<file path="src/rtl/serial_sub.sv">
// serial_sub: bit-serial N-bit subtractor, diff = a - b - b_in, LSB first.
// A single full-subtractor cell walks the captured operands one bit per
// clock. A start/busy/done handshake lets a controller issue back-to-back
// operations. diff/b_out/ovf are registered and change only on entry to DONE.
module serial_sub #(
    parameter int WIDTH = 4
) (
    input  logic             clk,
    input  logic             rst,
    input  logic             start,
    input  logic [WIDTH-1:0] a,
    input  logic [WIDTH-1:0] b,
    input  logic             b_in,
    output logic             busy,
    output logic             done,
    output logic [WIDTH-1:0] diff,
    output logic             b_out,
    output logic             ovf
);

    localparam int CW = (WIDTH > 1) ? $clog2(WIDTH) : 1;
    localparam logic [CW-1:0] LAST_BIT = CW'(WIDTH - 1);

    typedef enum logic [1:0] {
        IDLE  = 2'd0,
        SHIFT = 2'd1,
        DONE  = 2'd2
    } state_t;

    state_t state;
    state_t state_nxt;

    // Operand shift registers, result accumulator and running borrow
    logic [WIDTH-1:0] a_sr;
    logic [WIDTH-1:0] b_sr;
    logic [WIDTH-1:0] res_sr;
    logic             br;
    logic [CW-1:0]    cnt;

    // Operand sign bits kept for the overflow test at the end
    logic             a_msb;
    logic             b_msb;

    // Control from the FSM
    logic             load;
    logic             step;
    logic             last_bit;

    // Full-subtractor cell
    logic             a0;
    logic             b0;
    logic             d_bit;
    logic             br_nxt;

    assign last_bit = (cnt == LAST_BIT);

    // Full-subtractor on the current LSBs and the running borrow
    always_comb begin
        a0     = a_sr[0];
        b0     = b_sr[0];
        d_bit  = a0 ^ b0 ^ br;
        br_nxt = (~a0 & b0) | (~(a0 ^ b0) & br);
    end

    // State register
    always_ff @(posedge clk) begin
        if (rst) begin
            state <= IDLE;
        end else begin
            state <= state_nxt;
        end
    end

    // Next-state and handshake outputs; start is honoured only in IDLE or DONE
    always_comb begin
        state_nxt = state;
        busy      = 1'b0;
        done      = 1'b0;
        load      = 1'b0;
        step      = 1'b0;
        case (state)
            IDLE: begin
                if (start) begin
                    load      = 1'b1;
                    state_nxt = SHIFT;
                end
            end
            SHIFT: begin
                busy = 1'b1;
                step = 1'b1;
                if (last_bit) begin
                    state_nxt = DONE;
                end
            end
            DONE: begin
                done = 1'b1;
                if (start) begin
                    load      = 1'b1;
                    state_nxt = SHIFT;
                end else begin
                    state_nxt = IDLE;
                end
            end
            default: begin
                state_nxt = IDLE;
            end
        endcase
    end

    // Operand capture and one-bit-per-cycle datapath advance
    always_ff @(posedge clk) begin
        if (rst) begin
            a_sr   <= '0;
            b_sr   <= '0;
            res_sr <= '0;
            br     <= 1'b0;
            cnt    <= '0;
            a_msb  <= 1'b0;
            b_msb  <= 1'b0;
        end else if (load) begin
            a_sr   <= a;
            b_sr   <= b;
            res_sr <= '0;
            br     <= b_in;
            cnt    <= '0;
            a_msb  <= a[WIDTH-1];
            b_msb  <= b[WIDTH-1];
        end else if (step) begin
            a_sr   <= a_sr >> 1;
            b_sr   <= b_sr >> 1;
            res_sr <= {d_bit, res_sr[WIDTH-1:1]};
            br     <= br_nxt;
            cnt    <= cnt + 1'b1;
        end
    end

    // Result registers: loaded from the last bit's cell outputs so they
    // are valid in the DONE cycle itself; held otherwise
    always_ff @(posedge clk) begin
        if (rst) begin
            diff  <= '0;
            b_out <= 1'b0;
            ovf   <= 1'b0;
        end else if (step && last_bit) begin
            diff  <= {d_bit, res_sr[WIDTH-1:1]};
            b_out <= br_nxt;
            ovf   <= (a_msb ^ b_msb) & (d_bit ^ a_msb);
        end
    end

endmodule

</file>
<file path="config.mk">
export PLATFORM = sky130hd
export DESIGN_NAME = serial_sub
export DESIGN_NICKNAME = d
export VERILOG_FILES = /design/src/rtl/serial_sub.sv
export SDC_FILE = /design/constraint.sdc
export NUM_CORES = 1
export LEC_CHECK = 0
export ABC_AREA = 1
export CAP_MARGIN = 20
export CORE_ASPECT_RATIO = 0.8
export CORE_UTILIZATION = 25
export CTS_BUF_LIST = sky130_fd_sc_hd__clkbuf_8 sky130_fd_sc_hd__clkbuf_16
export DETAILED_ROUTE_END_ITERATION = 7
export PLACE_DENSITY = 0.44
export SYNTH_ARGS = -nofsm -noshare
export SYNTH_HDL_FRONTEND = slang
export SYNTH_SLANG_ARGS = --single-unit
</file>
<file path="constraint.sdc">
create_clock -name clk -period 1.8 [get_ports clk]
set_clock_uncertainty 0.1 [all_clocks]
set_input_delay 0.36 -clock clk [delete_from_list [all_inputs] [get_ports clk]]
set_output_delay 0.36 -clock clk [all_outputs]
set_load 0.03 [all_outputs]
</file>
Word level (Yosys, flattened, before mapping)
Cells that the tools add are included.
{ "classes": {"muxes": 14, "n_reduce_logical": 6, "mul": 0, "n_div": 0, "shift": 0, "n_eq_ne": 5, "n_bitwise": 10, "n_addsub": 1, "n_lt_le_gt_ge": 0} }
{ "op_table": {"columns": ["op", "count"], "rows": [
  ["$mux 4", 4],
  ["$mux 1", 7],
  ["$pmux 2 s3", 1],
  ["$eq 2x2->1 const B", 2],
  ["$mux 2", 2],
  ["$ne 2x2->1 const B", 2],
  ["$reduce_or 2->1", 2],
  ["$xor 1x1->1", 4],
  ["$and 1x1->1", 3],
  ["$add 2x1->2 const B", 1],
  ["$eq 2x1->1 const B", 1],
  ["$logic_not 2->1", 1],
  ["$not 1->1", 2],
  ["$reduce_and 2->1", 1],
  ["$reduce_bool 2->1", 1],
  ["$logic_and 1x1->1", 1],
  ["$or 1x1->1", 1]
]} }
{ "word_totals": {"elab_cells": 47, "ff_bits": 25, "mem_bits_ro": 0, "latch_bits": 0, "ram_bits": 0, "in_bits": 12, "n_memories": 0} }

Longest topological paths before layout
Gate-level depths: netlist of run 1.
{ "depth": {"ltp_word": 6, "mapped_depth": 8, "ltp_nobuf": 7} }

Worst setup path before layout of run 1
No wires, ideal clock.
{ "synth_path": {"path_kind": "register to register", "startpoint": "register b_sr[0]", "endpoint": "register ovf", "setup_slack_ps": 440, "path_buffers": 0, "required_ps": 1591, "stages_incl_launch_ff": 8, "t_arrival_ps": 1151, "path_cell_list": "dfxtp_1 inv_1 fa_1 nor2_1 nand2_1 nand3_1 nand2_1 inv_1"} }
{ "synth_between": {"elab_chain_len": 4} }
{ "synth_lines": {"columns": ["element", "line", "rtl"], "rows": [
  ["start, declared", "35", "logic [WIDTH-1:0] b_sr;"],
  ["start signal, assigned", "130", "b_sr <= b_sr >> 1;"],
  ["$xor 1x1->1 (2 in a row)", "61", "d_bit = a0 ^ b0 ^ br;"],
  ["named net d_bit", "52", "logic d_bit;"],
  ["$xor 1x1->1", "147", "ovf <= (a_msb ^ b_msb) & (d_bit ^ a_msb);"],
  ["$and 1x1->1", "147", null],
  ["end signal, assigned", "147", null],
  ["end, declared", "18", "output logic ovf"]
]} }
The timed path passes the listed nets, and every way through them passes these cells.
A chain may end at the register's enable or synchronous reset.

Final worst setup path of run 1
{ "layout_path": {"startpoint": "register diff[1]", "endpoint": "output port diff[1]"} }
{ "layout_rtl": {"columns": ["element", "line", "rtl"], "rows": [
  ["start, declared", "16", "output logic [WIDTH-1:0] diff,"],
  ["start signal, assigned", "145", "diff <= {d_bit, res_sr[WIDTH-1:1]};"]
]} }
No word-level cell between the ends.

==> results of run 1 <==
-- worst paths after layout --
path,slack (ns),cells past startpoint,endpoint,start
setup / recovery,0.05,1,diff[1],diff[1]$_SDFFE_PP0P_
hold / removal,0.37,2,b_out$_SDFFE_PP0P_,b_out$_SDFFE_PP0P_
setup reg to reg,0.36,7,ovf$_SDFFE_PP0P_,b_sr[0]$_SDFFE_PP0P_
hold reg to reg,0.37,2,b_out$_SDFFE_PP0P_,b_out$_SDFFE_PP0P_
-- sequential cells by signal, summed over array words and instances, names as in the netlist --
name    flops
a_msb       1
a_sr        4
b_msb       1
b_out       1
b_sr        4
br          1
cnt         2
diff        4
ovf         1
res_sr      3
state       2
-- worst reg2reg max path, stage by stage, from the launching register on --
cell and delay (ns):
dfxtp_1 0.33, inv_1 0.06, fa_1 0.57, nor2_1 0.07
nand2_1 0.05, nand3_1 0.07, nand2_1 0.07, inv_1 0.03
-- logic make-up after synthesis --
family                   synth area share
AND/OR/NAND/NOR                    0.3008
flip-flops                         0.4621
buffers and inverters             0.09627
AO/OA/AOI/OAI                      0.1011
adder cells (fa/ha/maj)           0.03129
XOR/XNOR                         0.008425
-- synthesized netlist by cell type (all sizes together) --
cell | n | share of area
ha | 1 | 0.012
nand3b | 1 | 0.0072
dfxtp | 24 | 0.46
nand2 | 41 | 0.16
inv | 20 | 0.075
nor2 | 17 | 0.069
nand3 | 11 | 0.058
xor2 | 1 | 0.0084
clkbuf | 1 | 0.0036
a21oi | 16 | 0.077
o21ai | 5 | 0.024
buf | 2 | 0.018
nor3 | 1 | 0.0048
fa | 1 | 0.019
-- metal layers --
layer / vias to the layer above / GRT usage / share of wire
met5: - / 0 / 0
met4: 0 / 0.02473 / 0.0083
met3: 2 / 0.03541 / 0.029
met2: 13 / 0.1831 / 0.45
met1: 411 / 0.1646 / 0.51
li1: 489 / - / -
-- stage by stage --
stage	worst slack [ns]	utilization	hold slack (ns)	cell area, sq um	instances
6_report	0.05046	0.3561	0.3690	1381	222
5_1_grt	0.01422	0.3561	0.3961	1381	222
4_1_cts	0.03841	0.3523	0.3759	1366	220
3_5_place_dp	0.03720	0.3342	0.3622	1296	216
3_3_place_gp	0.07558	0.3342	0.3548	1296	216
2_1_floorplan	0.4398	-	0.3373	1040	142
-- cell type report --
class	instances	area, sq um
fill	435	2497
timing repair buffer	24	224.0
tap	55	68.82
multi-input combinational	95	459.2
clock buffer	3	41.29
sequential	24	480.5
clock inverter	1	30.03
inverter	20	77.57
-- power by group --
part	internal (mW)	switching [mW]
Combinational	0.0754	0.102
Sequential	0.558	0.0136
Clock	0.297	0.175
-- repair_timing --
item / CTS / global route
endpoints found under the hold margin: 0 / 0
setup endpoints to repair: 1 / 1
setup buffers: 0 / 2
pin swaps: 0 / 1
gates resized for setup: 1 / 0
==> run summary, run 1 <==
CTS Buffer Depth -> 2
# DRC -> 0
Number of global-route vias before repair -> 862
Die Width -> 74.10 um
Final setup fails -> 0
Buf/Inv on CP -> 1
WS Path Type -> reg -> out
Site Rows -> 20
Initial antenna violation count -> 0
Worst Path Required -> 1.34 ns
Worst VDD drop -> 361.2 uV
Die height -> 59.68 um
Iteration-0 DRC Markers -> 15
Vias -> 915
Overall Power -> 1.221 mW
Initial Util -> 0.2681
Post-synthesis instance total -> 142
Most common cell after layout, fill and taps aside -> nand2_1
Routed Antenna Nets -> 0
Drt wl/cell -> 10.30 um
CTS HTree Levels -> 1
Fin Setup TNS -> 0 ns
Layout area overhead -> 32.85%
Max cap viols -> 0
Pre-Repair DR Iteration Count -> 4
GR Overflow Total -> 0
CTS tree -> built
Critical path cell sequence -> clkdlybuf4s50_1
Core box area -> 3879 sq um
Antenna Cells -> 0
Sink Count -> 24
Fin. Hold Viols -> 0
Slew HR -> 0.7935
Ratio of cells with drive above 1 in the final layout -> 0.1198
Hold Buf Count CTS -> 0
Syn. warnings -> 0
Worst EP arrival -> 1.29 ns
Mean Syn Cell Area -> 7.322 sq um
Post-Syn Area -> 1040 sq um
Crit start category -> flip-flop
Slew @ Worst Pin -> 0.3088 ns
Hpwl dp -> 1756 um
Max-slew violation count -> 0
Clk Latency, worst-skew pair -> 0.27 ns
DRT Wirelength -> 2287 um
Status -> completed
IO Pins -> 20
RSZ-0062 raised after global routing -> false
Register area share after synthesis -> 0.4621
Largest net degree at the start of global routing -> 15
Gr usage total -> 0.1190
Port bufs -> 19
CTS Buf Count -> 3
Max FO, Critical Path -> 2
First-pass GRT wire length -> 3850 um
Placer Congestion -> 0.7585
Commonest non-fill, non-tap cells in the layout -> nand2_1 (37), dfxtp_1 (24), clkdlybuf4s50_1 (17)
Net Count, Synth -> 156
CP peak stage delay -> 0.67 ns
Tcrit/Tclk final -> 0.9720
CTS clk-pin slew, worst paths -> 0.09 ns
Lkg Pwr -> 0.5847 nW
Critical Path Slowest Stage Cell -> clkdlybuf4s50_1
Crit path capture type -> output pin
Synth unique cells -> 21
Pwr per Cell Area -> 883.8 nW/um^2
Family with the most delay on the worst path -> buffers and inverters
Max Fclk -> 0.5716 GHz
Vias per inst -> 4.122
Tmin final -> 1.750 ns
Die area -> 4422 sq um
Root buffer cell -> clkbuf_8
Worst Hold Class -> reg -> reg
Nets@finish -> 182
Flops & latches, synth -> 24
(Power assumes the default switching activity.)
==> inputs of run 2 (changes only) <==
- CAP_MARGIN: 20 -> not set
==> results of run 2 <==
Same layout as run 1: the final DEF is identical, and so are final timing and power.
